--- src/rtl/matrix_mult_pkg.sv ---
// Shared types and helpers for the matrix multiply datapaths.
//   state_t     : sequencing controller states
//   *_DEFAULT   : default matrix dimension and element width
//   idx()       : row-major flattening, row * max_size + col
package matrix_mult_pkg;

    localparam int unsigned MAX_SIZE_DEFAULT   = 10;
    localparam int unsigned DATA_WIDTH_DEFAULT = 32;

    typedef enum logic [1:0] {
        StIdle,
        StRun,
        StWrite,
        StDone
    } state_t;

    // Same flattening the parallel multiplier uses for its element arrays.
    function automatic int unsigned idx(input int unsigned row, input int unsigned col,
                                        input int unsigned max_size);
        return row * max_size + col;
    endfunction

endpackage

--- src/rtl/matrix_mac.sv ---
// Single shared multiply-accumulate unit.
//   clk, rst : clock, asynchronous active-high reset
//   clr      : zero the accumulator
//   en       : accumulate a*b into the accumulator
//   first    : when accumulating, start from zero instead of the held value
//   a, b     : operands (unsigned)
//   sum      : combinational acc + a*b, truncated to DATA_WIDTH
module matrix_mac #(
    parameter int unsigned DATA_WIDTH = 32
) (
    input  logic                  clk,
    input  logic                  rst,
    input  logic                  clr,
    input  logic                  en,
    input  logic                  first,
    input  logic [DATA_WIDTH-1:0] a,
    input  logic [DATA_WIDTH-1:0] b,
    output logic [DATA_WIDTH-1:0] sum
);

    logic [DATA_WIDTH-1:0] acc_q, acc_d, prod;

    // Context width is DATA_WIDTH, so the product wraps silently.
    assign prod = a * b;
    assign sum  = acc_q + prod;

    always_comb begin
        acc_d = acc_q;
        if (clr) begin
            acc_d = '0;
        end else if (en) begin
            acc_d = (first ? '0 : acc_q) + prod;
        end
    end

    always_ff @(posedge clk or posedge rst) begin
        if (rst) begin
            acc_q <= '0;
        end else begin
            acc_q <= acc_d;
        end
    end

endmodule

--- src/rtl/matrix_mult_seq_ctrl.sv ---
// Sequential matrix multiply controller: C = A x B for N x N unsigned matrices
// (N = 1..MAX_SIZE) stored row-major with stride MAX_SIZE in external sync RAMs.
//   start, matrix_size      : request and size N (captured on accept)
//   busy, done, err         : status; done/err are one-cycle pulses
//   a_addr/a_rdata, b_...   : A/B read ports, data one cycle after address
//   c_we, c_addr, c_wdata   : C write port
module matrix_mult_seq_ctrl
    import matrix_mult_pkg::*;
#(
    parameter int unsigned MAX_SIZE   = MAX_SIZE_DEFAULT,
    parameter int unsigned DATA_WIDTH = DATA_WIDTH_DEFAULT,
    parameter int unsigned ADDR_WIDTH = $clog2(MAX_SIZE * MAX_SIZE)
) (
    input  logic                  clk,
    input  logic                  rst,
    input  logic                  start,
    input  logic [31:0]           matrix_size,
    output logic                  busy,
    output logic                  done,
    output logic                  err,
    output logic [ADDR_WIDTH-1:0] a_addr,
    output logic [ADDR_WIDTH-1:0] b_addr,
    input  logic [DATA_WIDTH-1:0] a_rdata,
    input  logic [DATA_WIDTH-1:0] b_rdata,
    output logic                  c_we,
    output logic [ADDR_WIDTH-1:0] c_addr,
    output logic [DATA_WIDTH-1:0] c_wdata
);

    localparam int unsigned CW = $clog2(MAX_SIZE + 1);

    state_t                state_q, state_d;
    logic [CW-1:0]         n_q, i_q, j_q, k_q;
    logic [ADDR_WIDTH-1:0] a_hold_q, b_hold_q;
    logic                  err_q;
    logic                  size_ok, accept, last_k, last_j, last_elem;
    logic [ADDR_WIDTH-1:0] a_idx, b_idx, c_idx;
    logic [DATA_WIDTH-1:0] mac_sum;

    assign size_ok   = (matrix_size != '0) && (matrix_size <= MAX_SIZE);
    assign accept    = (state_q == StIdle) && start && size_ok;
    assign last_k    = (k_q == n_q - CW'(1));
    assign last_j    = (j_q == n_q - CW'(1));
    assign last_elem = last_j && (i_q == n_q - CW'(1));

    assign a_idx = ADDR_WIDTH'(idx(32'(i_q), 32'(k_q), MAX_SIZE));
    assign b_idx = ADDR_WIDTH'(idx(32'(k_q), 32'(j_q), MAX_SIZE));
    assign c_idx = ADDR_WIDTH'(idx(32'(i_q), 32'(j_q), MAX_SIZE));

    // Read data in RUN belongs to k-1, so accumulation starts on k==1 and the
    // k=N-1 product is folded in combinationally during WRITE. Clearing in
    // WRITE/IDLE keeps N==1 (no accumulate cycles) starting from zero.
    matrix_mac #(
        .DATA_WIDTH (DATA_WIDTH)
    ) u_mac (
        .clk   (clk),
        .rst   (rst),
        .clr   ((state_q == StWrite) || (state_q == StIdle)),
        .en    ((state_q == StRun) && (k_q != '0)),
        .first (k_q == CW'(1)),
        .a     (a_rdata),
        .b     (b_rdata),
        .sum   (mac_sum)
    );

    // State register
    always_ff @(posedge clk or posedge rst) begin
        if (rst) begin
            state_q <= StIdle;
        end else begin
            state_q <= state_d;
        end
    end

    // Next-state logic
    always_comb begin
        state_d = state_q;
        unique case (state_q)
            StIdle:  if (accept) state_d = StRun;
            StRun:   if (last_k) state_d = StWrite;
            StWrite: state_d = last_elem ? StDone : StRun;
            StDone:  state_d = StIdle;
            default: state_d = StIdle;
        endcase
    end

    // Outputs
    always_comb begin
        busy    = (state_q == StRun) || (state_q == StWrite);
        done    = (state_q == StDone);
        err     = err_q;
        c_we    = (state_q == StWrite);
        c_addr  = c_we ? c_idx : '0;
        c_wdata = c_we ? mac_sum : '0;
        // Outside RUN the read addresses hold whatever was last issued.
        a_addr  = (state_q == StRun) ? a_idx : a_hold_q;
        b_addr  = (state_q == StRun) ? b_idx : b_hold_q;
    end

    // Loop counters, captured size, address hold and err pulse
    always_ff @(posedge clk or posedge rst) begin
        if (rst) begin
            n_q      <= '0;
            i_q      <= '0;
            j_q      <= '0;
            k_q      <= '0;
            a_hold_q <= '0;
            b_hold_q <= '0;
            err_q    <= 1'b0;
        end else begin
            err_q <= (state_q == StIdle) && start && !size_ok;
            if (accept) begin
                n_q <= matrix_size[CW-1:0];
                i_q <= '0;
                j_q <= '0;
                k_q <= '0;
            end
            if (state_q == StRun) begin
                a_hold_q <= a_idx;
                b_hold_q <= b_idx;
                k_q      <= last_k ? '0 : k_q + CW'(1);
            end
            if ((state_q == StWrite) && !last_elem) begin
                if (last_j) begin
                    j_q <= '0;
                    i_q <= i_q + CW'(1);
                end else begin
                    j_q <= j_q + CW'(1);
                end
            end
        end
    end

endmodule

--- config.mk ---
export PLATFORM = sky130hd
export DESIGN_NAME = matrix_mult_seq_ctrl
export DESIGN_NICKNAME = d
export VERILOG_FILES = /design/src/rtl/matrix_mult_pkg.sv /design/src/rtl/matrix_mac.sv /design/src/rtl/matrix_mult_seq_ctrl.sv
export SDC_FILE = /design/constraint.sdc
export NUM_CORES = 2
export LEC_CHECK = 0
export CAP_MARGIN = 20
export CORE_MARGIN = 10
export CORE_UTILIZATION = 63
export DETAILED_ROUTE_END_ITERATION = 8
export HOLD_SLACK_MARGIN = 0.05
export PLACE_DENSITY = 0.85
export SLEW_MARGIN = 40
export SYNTH_ARGS = -nofsm -noshare
export SYNTH_HDL_FRONTEND = slang
export SYNTH_SLANG_ARGS = --single-unit
--- constraint.sdc ---
create_clock -name clk -period 16.6 [get_ports clk]
set_clock_uncertainty 0.05 [all_clocks]
set_input_delay 3.32 -clock clk [delete_from_list [all_inputs] [get_ports clk]]
set_output_delay 3.32 -clock clk [all_outputs]
set_load 0.05 [all_outputs]
==> flow_metrics.env <==
export IMPL_status="finished clean"
export IMPL_ctsLongestPathBuffers=2
export IMPL_cts_tree="yes"
export IMPL_fp_dieArea_um2=43700
export IMPL_syn_inst=2568
export IMPL_asyncSetResetFlopFracSynth_pct=100
export IMPL_rows=69
export IMPL_synth_area_um2=22500
export IMPL_viasPerCell=5.84
export IMPL_layout_commonest_cell="inv_1"
export IMPL_overflow=0
export IMPL_avgRoutedWirePerCell_um=20.1
export IMPL_synth_main_ff_cell="dfrtp_1"
export IMPL_grt_pass1_wl_um=104000
export IMPL_antenna_found_initial=4
export IMPL_maxSlewHeadroom_pct=41.0
export IMPL_grt_pass1_vias=19600
export IMPL_synth_avg_cell_area_um2=8.76
export IMPL_synth_simple_area_share_pct=19.0
export IMPL_rsz0062_at_grt="false"
export IMPL_crit_type="in -> out"
export IMPL_synth_edf_count=0
export IMPL_layout_common_cells="inv_1, fa_1, nand2_1"
export IMPL_worstMarginPinSlew_ps=883
export IMPL_synth_compound_area_share_pct=8.74
export IMPL_cts_htree_levels=3
export IMPL_startpoint_type="input port"
export IMPL_drv_cap=0
export IMPL_cts_buffers=9
export IMPL_arrival_ps=12650
export IMPL_drt_iter0_drc=1650
export IMPL_nets=3392
export IMPL_vias=18300
export IMPL_die_width_um=209
export IMPL_hpwl_um=52100
export IMPL_hold_class="reg -> reg"
export IMPL_synth_xor_area_share_pct=6.39
export IMPL_finalWorstPathRequiredPeriod_ps=16020
export IMPL_hold_violations=0
export IMPL_dieHeight_um=209
export IMPL_num_io_pins=156
export IMPL_clk_pin_slew_worst_paths_ps=60
export IMPL_worstPathRequired_ps=13230
export IMPL_ys_types=65
export IMPL_synth_top_family_by_area="adder cells"
export IMPL_finalCritPeriodShare_pct=96.5
export IMPL_synthAdderAreaFrac_pct=48.6
export IMPL_fmax_mhz=62.4
export IMPL_finalSetupViolations=0
export IMPL_cp_end_kind="output port"
export IMPL_finalMaxSlewViolations=0
export IMPL_area_delta_synth_final_pct=10.8
export IMPL_synth_warnings=0
export IMPL_root_buffer="clkbuf_16"
export IMPL_worst_path_max_fanout=22
export IMPL_track_usage_pct=29.3
export IMPL_drive_gt1_share_pct=3.78
export IMPL_worst_skew_pair_late_latency_ps=350
export IMPL_start_util_pct=63.5
export IMPL_ctsResizeCount=0
export IMPL_routed_wl_um=63100
export IMPL_synth_area_mux_share_pct=0.829
export IMPL_cts_setup_buffers=0
export IMPL_tns_ps=0
export IMPL_hold_buffers=0
export IMPL_route_detailed_drc=0
export IMPL_portBuffers=155
export IMPL_cp_slowest_cell="clkdlybuf4s50_1"
export IMPL_grt_max_degree=66
export IMPL_cpPeakStageDelay_ps=800
export IMPL_design_core_area_um2=35400
export IMPL_ys_seq_elements=65
export IMPL_cts_sinks=65
export IMPL_antenna_left=0
export IMPL_syn_nets=3292
export IMPL_regArea_um2=1630
export IMPL_gp_congestion=1.02
export IMPL_ys_seq_area_share_pct=7.23
export IMPL_crit_top_cell="fa_1"
export IMPL_dr_pass1_iters=7
export IMPL_multi_input_area_um2=18800
export IMPL_n_fill_cell=2688
-- final cells by class --
type	count	area share, %
inverters	437	6.58
well taps	461	2.32
clock buffers	9	0.904
flip-flops and latches	65	6.53
clock inverters	7	0.417
multi-input cells	1956	75.5
diodes	4	0.0402
repair buffers	199	7.66
-- synthesized netlist by cell type (all sizes together), types with 13 or more instances --
| cell | count | area [um2] |
|---|---|---|
| o21ai | 52 | 268 |
| nor2b | 53 | 332 |
| xnor2 | 121 | 1060 |
| a21o | 57 | 428 |
| inv | 437 | 1640 |
| dfrtp | 65 | 1630 |
| and3 | 14 | 87.6 |
| mux2 | 13 | 146 |
| and2 | 307 | 1920 |
| ha | 210 | 2630 |
| xor2 | 43 | 377 |
| nor2 | 49 | 184 |
| fa | 415 | 8310 |
| nand2 | 349 | 1310 |
| nand3 | 20 | 100 |
| clkbuf | 105 | 394 |
| a21oi | 110 | 554 |
-- logic make-up (layout without fill, tap and decap cells) --
logic type / after synthesis / count (layout)
other: 0 / 4
buffers and inverters: 547 / 652
XOR/XNOR: 164 / 164
flip-flops: 65 / 65
AO/OA/AOI/OAI: 303 / 303
adder cells (fa/ha/maj): 625 / 625
AND/OR/NAND/NOR: 847 / 847
multiplexers: 17 / 17
-- critical path, delay by kind of cell --
| family | cells | cell delay, ps |
|---|---|---|
| XOR/XNOR | 2 | 450 |
| buffers and inverters | 5 | 1980 |
| adder cells (fa/ha/maj) | 10 | 4000 |
| AO/OA/AOI/OAI | 10 | 2340 |
| AND/OR/NAND/NOR | 3 | 550 |
-- path summary, 6_finish.rpt --
kind,from,endpoint,slack [ps],depth (start not counted)
worst min-delay path,a_hold_q[1]$_DFF_PP0_,a_hold_q[1]$_DFF_PP0_,440,1
worst max-delay path,b_rdata[4],c_wdata[24],580,30
max in group asynchronous,rst,u_mac.acc_q[27]$_DFFE_PP0P_,12650,3
min in group asynchronous,rst,a_hold_q[3]$_DFF_PP0_,3400,3
worst max register to register,k_q[1]$_DFFE_PP0P_,u_mac.acc_q[30]$_DFFE_PP0P_,11710,19
worst min register to register,a_hold_q[1]$_DFF_PP0_,a_hold_q[1]$_DFF_PP0_,440,1
-- through the flow --
| step | utilization, % | hold WS, ps | cells | area (um2) | setup WS, ps |
|---|---|---|---|---|---|
| after floorplan | - | 420 | 2568 | 22500 | 1640 |
| after global placement | 69.4 | 429 | 3118 | 24600 | 804 |
| after detailed placement | 69.4 | 434 | 3118 | 24600 | 734 |
| after CTS | 70.4 | 449 | 3134 | 24900 | 692 |
| after global routing | 70.4 | 462 | 3138 | 24900 | 203 |
| final | 70.4 | 443 | 3138 | 24900 | 581 |
-- per-layer routing --
layer	track usage (%)	part of all wire, %	vias up
li1	-	-	8104
met5	0	0	-
met4	9.77	3.6	0
met1	39.4	40	9042
met2	45.3	45	1052
met3	7.80	12	143
-- flip-flops by register name (all words and copies together) (netlist names) --
name and cells:
state_q 2, b_hold_q 7, k_q 4, u_mac.acc_q 32, err 1, n_q 4
i_q 4, j_q 4, a_hold_q 7
Power is left out: the tool's default activity adds up to more than one toggle a clock period on the data nets, which glitch-free logic cannot reach.
